$ cat config.mk
export PLATFORM = sky130hd
export DESIGN_NAME = grant_scheduler
export DESIGN_NICKNAME = d
export VERILOG_FILES = /design/src/rtl/grant_scheduler.sv
export SDC_FILE = /design/constraint.sdc
export NUM_CORES = 1
export LEC_CHECK = 0
export CORE_MARGIN = 4
export CORE_UTILIZATION = 45
export DETAILED_ROUTE_END_ITERATION = 6
export PLACE_DENSITY = 0.81
export SLEW_MARGIN = 5
export SYNTH_ARGS = -nofsm -noshare
export SYNTH_HDL_FRONTEND = slang
export SYNTH_SLANG_ARGS = --single-unit
$ cat constraint.sdc
create_clock -name clk -period 3.6 [get_ports clk]
set_clock_uncertainty 0.1 [all_clocks]
set_input_delay 0.72 -clock clk [delete_from_list [all_inputs] [get_ports clk]]
set_output_delay 0.72 -clock clk [all_outputs]
set_load 0.005 [all_outputs]
$ cat src/rtl/grant_scheduler.sv
// Sticky round-robin grant scheduler: one owner at a time, held until release_grant.
// Define GRANT_SCHED_BYPASS_EN to re-arbitrate on release with no idle bubble.
module grant_scheduler #(
  parameter int unsigned NUM_REQUESTERS = 4,
  parameter string       DIRECTION      = "LSB0",
  parameter int unsigned INDEX_WIDTH    = $clog2(NUM_REQUESTERS)
) (
  input  logic                      clk,
  input  logic                      reset,
  input  logic [NUM_REQUESTERS-1:0] request,
  input  logic                      release_grant,
  output logic                      grant_valid,
  output logic [INDEX_WIDTH-1:0]    grant_idx,
  output logic [NUM_REQUESTERS-1:0] grant_oh
);

`ifdef GRANT_SCHED_BYPASS_EN
  localparam bit Bypass = 1'b1;
`else
  localparam bit Bypass = 1'b0;
`endif

  localparam int unsigned SumW = INDEX_WIDTH + 1;
  localparam logic [NUM_REQUESTERS-1:0] OhOne = {{(NUM_REQUESTERS-1){1'b0}}, 1'b1};
  localparam logic [INDEX_WIDTH-1:0]    LastIdx = INDEX_WIDTH'(NUM_REQUESTERS - 1);

  typedef enum logic [0:0] {StIdle, StGranted} state_e;

  state_e                    state_q, state_d;
  logic [INDEX_WIDTH-1:0]    rr_ptr_q, rr_ptr_d;
  logic [INDEX_WIDTH-1:0]    grant_idx_q, grant_idx_d;
  logic [NUM_REQUESTERS-1:0] grant_oh_q, grant_oh_d;

  logic [INDEX_WIDTH-1:0]    release_ptr;
  logic [INDEX_WIDTH-1:0]    arb_ptr;
  logic [NUM_REQUESTERS-1:0] req_rot;
  logic                      win_found;
  logic [SumW-1:0]           win_off;
  logic [SumW-1:0]           win_sum;
  logic [INDEX_WIDTH-1:0]    win_idx;
  logic [INDEX_WIDTH-1:0]    win_shift;
  logic [NUM_REQUESTERS-1:0] win_oh;

  assign release_ptr = (grant_idx_q == LastIdx) ? '0 : grant_idx_q + 1'b1;

  // With bypass, the releasing cycle already arbitrates from the post-release pointer.
  assign arb_ptr = (Bypass && state_q == StGranted && release_grant) ? release_ptr : rr_ptr_q;

  // Rotate so bit 0 is the highest-priority requester, then find the first set bit.
  assign req_rot = NUM_REQUESTERS'({request, request} >> arb_ptr);

  always_comb begin
    win_found = 1'b0;
    win_off   = '0;
    for (int unsigned j = 0; j < NUM_REQUESTERS; j++) begin
      if (!win_found && req_rot[j]) begin
        win_found = 1'b1;
        win_off   = SumW'(j);
      end
    end
    win_sum = {1'b0, arb_ptr} + win_off;
    if (win_sum >= SumW'(NUM_REQUESTERS)) begin
      win_sum = win_sum - SumW'(NUM_REQUESTERS);
    end
    win_idx   = win_sum[INDEX_WIDTH-1:0];
    win_shift = (DIRECTION == "LSB0") ? win_idx : LastIdx - win_idx;
    win_oh    = OhOne << win_shift;
  end

  always_comb begin
    state_d     = state_q;
    rr_ptr_d    = rr_ptr_q;
    grant_idx_d = grant_idx_q;
    grant_oh_d  = grant_oh_q;
    unique case (state_q)
      StIdle: begin
        if (win_found) begin
          state_d     = StGranted;
          grant_idx_d = win_idx;
          grant_oh_d  = win_oh;
        end
      end
      StGranted: begin
        if (release_grant) begin
          rr_ptr_d = release_ptr;
          if (Bypass && win_found) begin
            grant_idx_d = win_idx;
            grant_oh_d  = win_oh;
          end else begin
            state_d     = StIdle;
            grant_idx_d = '0;
            grant_oh_d  = '0;
          end
        end
      end
      default: begin
        state_d     = StIdle;
        grant_idx_d = '0;
        grant_oh_d  = '0;
      end
    endcase
  end

  always_ff @(posedge clk or posedge reset) begin
    if (reset) begin
      state_q     <= StIdle;
      rr_ptr_q    <= '0;
      grant_idx_q <= '0;
      grant_oh_q  <= '0;
    end else begin
      state_q     <= state_d;
      rr_ptr_q    <= rr_ptr_d;
      grant_idx_q <= grant_idx_d;
      grant_oh_q  <= grant_oh_d;
    end
  end

  assign grant_valid = (state_q == StGranted);
  assign grant_idx   = grant_idx_q;
  assign grant_oh    = grant_oh_q;

endmodule
==> key figures <==
Outcome
  • Outcome: complete, no violations

Place
  • Pre-CTS setup slack: approximately 0.48 ns
  • Placed Area: around 820 µm²
  • Number of input and output port buffers inserted: 13
  • HPWL after DPL: 1.15 mm
  • Routability cong.: approximately 0.77

Floorplanning
  • Die Outline Area: roughly 0.0022 mm²
  • Vertical extent of the die: between 40 and 50 µm
  • Num rows: 13
  • Initial cell density of the core: between 50% and 60%
  • Chip Width: about 47 µm
  • IO Count: 14
  • Placeable core region: 0.00138 mm²

CTS
  • Root buffer selected by CTS: clkbuf_4
  • Post-CTS Repair Setup Buffers: 0
  • Htree depth: 1
  • Inserted Clock Buffers: 3
  • # resized after CTS: 0
  • Hold Buf Count CTS: 0
  • Clk_lat worst skew: between 0.2 and 0.3 ns
  • Maximum buffer depth of the clock tree: 2
  • Clock-pin slew on the worst setup and hold paths: approximately 0.070 ns
  • Clock tree from TritonCTS: done
  • Clock net sink count: 9

STA
  • Ratio of final minimum period to clock period: roughly 80%
  • Hold Violations, Final: 0
  • Transition at the pin with the smallest max-transition slack: a little under 0.4 ns
  • Worst slew margin relative to its limit: between 70% and 80%
  • Aggregate negative setup slack: 0 ns
  • Setup repair after global routing missed its margin: false
  • Maximum frequency from static timing analysis: between 300 and 400 MHz
  • Post-layout minimum cycle time: between 2 and 3 ns
  • Total setup violations reported at the end of the flow: 0
  • Final worst slack: between 0.7 and 0.8 ns
  • Pins over their slew limit: 0

Power
  • Peak supply drop: 0.000390 V
  • Leak Pwr: about 0.00035 µW
  • Switching power as a share of total power: 40.7%
  • PwrDens: 651 mW/mm²
  • Power share of the combinational group: between 50% and 60%
  • Internal power summed over all cells: about 330 µW
  • Power dissipated by switching net loads: roughly 230 µW
  • Reg power frac: 33.8%
  • Fraction of power consumed by the clock network: about 15%

Job
  • Reported max-cap violation count: 0

Final layout
  • Syn-to-layout area delta: 22.1%
  • Nets: 99
  • Count of fill cells added during filler insertion: 127
  • Share of layout cells above drive strength 1: 14.6%
  • Cell area after layout: about 850 µm²
  • Ant. Diodes: 0

Yosys
  • Synth cell types: 36
  • Post-Synthesis Net Count: 85
  • Number of standard cells after synthesis: between 70 and 80
  • Mean Syn Cell Area: approximately 9.2 µm²
  • Synth Cell Area: 697 µm²
  • Share of the yosys chip area belonging to registers: ~32%
  • Yosys Warn Count: 0
  • Flip-flop and latch count after synthesis: 9

Worst setup path
  • Data arrival, critical path: ~3.0 ns
  • Setup Crit Path Kind: primary input to flip-flop
  • Data required time of the worst path: between 3 and 4 ns
  • Element type at the critical path start: primary input
  • Register-to-register path setup slack: 1.41 ns
  • Worst reg2reg path startpoint: arb_ptr[0]
  • FF-to-FF path depth: 9
  • Critical register-to-register path endpoint: grant_oh[3]
  • Category of the worst setup path capture point: flip-flop
  • Worst setup path startpoint: request[3]
  • Critical path fanouts, max: 8

Worst hold path
  • Launch point of the worst hold path: grant_oh[1]
  • Hold Path Stages: 2
  • Capture endpoint of the worst hold path: grant_oh[1]
  • Worst Hold Class: flip-flop to flip-flop

GRT
  • Global routing usage summed across all routing layers: 15.7%
  • Largest net degree at the start of global routing: 13
  • Total congestion overflow: 0
  • Global-route wire length before repair: roughly 2.5 mm
  • Initial antenna violation count: 0
  • Number of global-route vias before repair: 577

Detailed routing
  • Total wirelength of the detailed-routed design: ~1.5 mm
  • Post-route DRC: 0
  • Count of vias placed by the detailed router: about 620
  • First-pass detailed-route iteration total: 2
  • Average wire length per cell after detail routing: ~14 µm
  • Vias per Instance: around 6.0
  • Initial DRC Count: 4
  • Antenna-violating nets left: 0
-- power groups by stage --
| stage | clock network [µW] | registers (µW) | logic [µW] |
|---|---|---|---|
| 2_1_floorplan | 0 | 163 | 215 |
| 3_3_place_gp | 0 | 187 | 279 |
| 3_5_place_dp | 0 | 189 | 286 |
| 4_1_cts | 82.6 | 188 | 287 |
| 5_1_grt | 87.8 | 197 | 321 |
| 6_report | 81.2 | 187 | 285 |
-- routing by layer --
layer | share of wire (%) | GRT usage, % | vias to the layer above
met1 | 49 | 21.6 | 293
met5 | 0 | 0 | -
met2 | 46 | 24.1 | 12
li1 | - | - | 317
met4 | 0 | 2.21 | 0
met3 | 5.2 | 5.75 | 0
-- cells in the final DEF, fill, tap and decap left out, drive strengths merged, types with 2 or more instances in the layout --
cell type      count
ha                 2
nand3             14
o31ai              2
o21ai              8
nor3               3
clkdlybuf4s50     13
inv                3
dfrtp              9
nand2              5
mux2               2
clkbuf             4
nor2               2
or2                2
nor4               5
-- worst max-delay path by stage --
stage / end / slack [ns]
final: grant_oh[3] / 0.74
after global routing: grant_oh[1] / 0.50
after CTS: grant_oh[1] / 0.76
after detailed placement: grant_oh[3] / 0.48
after global placement: grant_oh[1] / 0.55
after floorplan: grant_oh[3] / 1.47
-- critical path: stages --
cell and delay, ns:
clkdlybuf4s50_1 0.68, nand3b_1 0.15, o311ai_0 0.12, o21ai_0 0.11, o221ai_1 0.14, ha_1 0.33, inv_1 0.07, nor4_1 0.39
nand3_1 0.13, nand3_1 0.10
-- stage by stage --
step	hold WS (ns)	std cells	total power, µW	utilization [%]
detailed placement	0.401	100	475	59.6
floorplan	0.394	76	378	-
global placement	0.388	100	466	59.6
global route	0.458	104	606	61.5
finish	0.410	104	554	61.5
CTS	0.415	104	557	61.5
-- synthesized netlist by cell type --
cell | number | area [µm²]
dfrtp_1 | 9 | 225
o311ai_0 | 1 | 8.76
and2b_1 | 1 | 7.51
nor4_4 | 1 | 21.3
inv_1 | 3 | 11.3
mux2_2 | 1 | 11.3
a32oi_4 | 1 | 27.5
o21ai_2 | 1 | 8.76
buf_2 | 2 | 10.0
nor3_1 | 2 | 10.0
o221ai_1 | 1 | 8.76
a32o_2 | 1 | 11.3
nor3_2 | 1 | 10.0
o22ai_1 | 1 | 6.26
mux2_4 | 1 | 15.0
a21oi_2 | 1 | 8.76
nor3b_2 | 1 | 12.5
nand3b_1 | 1 | 7.51
nand3_1 | 14 | 70.1
o31ai_2 | 1 | 12.5
or2_1 | 2 | 12.5
xnor2_1 | 1 | 8.76
nor2_1 | 2 | 7.51
xor2_1 | 1 | 8.76
ha_1 | 2 | 25.0
and3b_1 | 1 | 8.76
o31ai_1 | 1 | 7.51
mux2i_1 | 1 | 10.0
o21a_1 | 1 | 7.51
o21ai_0 | 2 | 10.0
buf_4 | 1 | 7.51
nor4_1 | 4 | 25.0
o21ai_1 | 5 | 25.0
nand2_1 | 5 | 18.8
clkbuf_1 | 1 | 3.75
nand2b_1 | 1 | 6.26
-- kinds of logic (layout without fill, tap and decap cells) --
group	count (synthesis)	in the layout	share of synthesized area [%]
compound gates	17	17	20.5
mux	3	3	5.21
xor+xnor	2	2	2.51
buf+inv	7	20	4.67
fa+ha+maj	2	2	3.59
flops	9	9	32.3
simple gates	36	36	31.2
-- registers in the layout, indices dropped and copies added, names as in the netlist --
name         count
arb_ptr          2
grant_idx        2
grant_valid      1
grant_oh         4
-- area by class of cell --
| cell class | count | area (µm²) | area share, % |
|---|---|---|---|
| multi-input combinational | 60 | 439 | 51.6 |
| timing repair buffer | 13 | 130 | 15.3 |
| tap | 15 | 18.8 | 2.21 |
| clock buffer | 4 | 26.3 | 3.09 |
| sequential | 9 | 225 | 26.5 |
| inverter | 3 | 11.3 | 1.32 |
No activity file was read; power rests on OpenSTA's default activity.
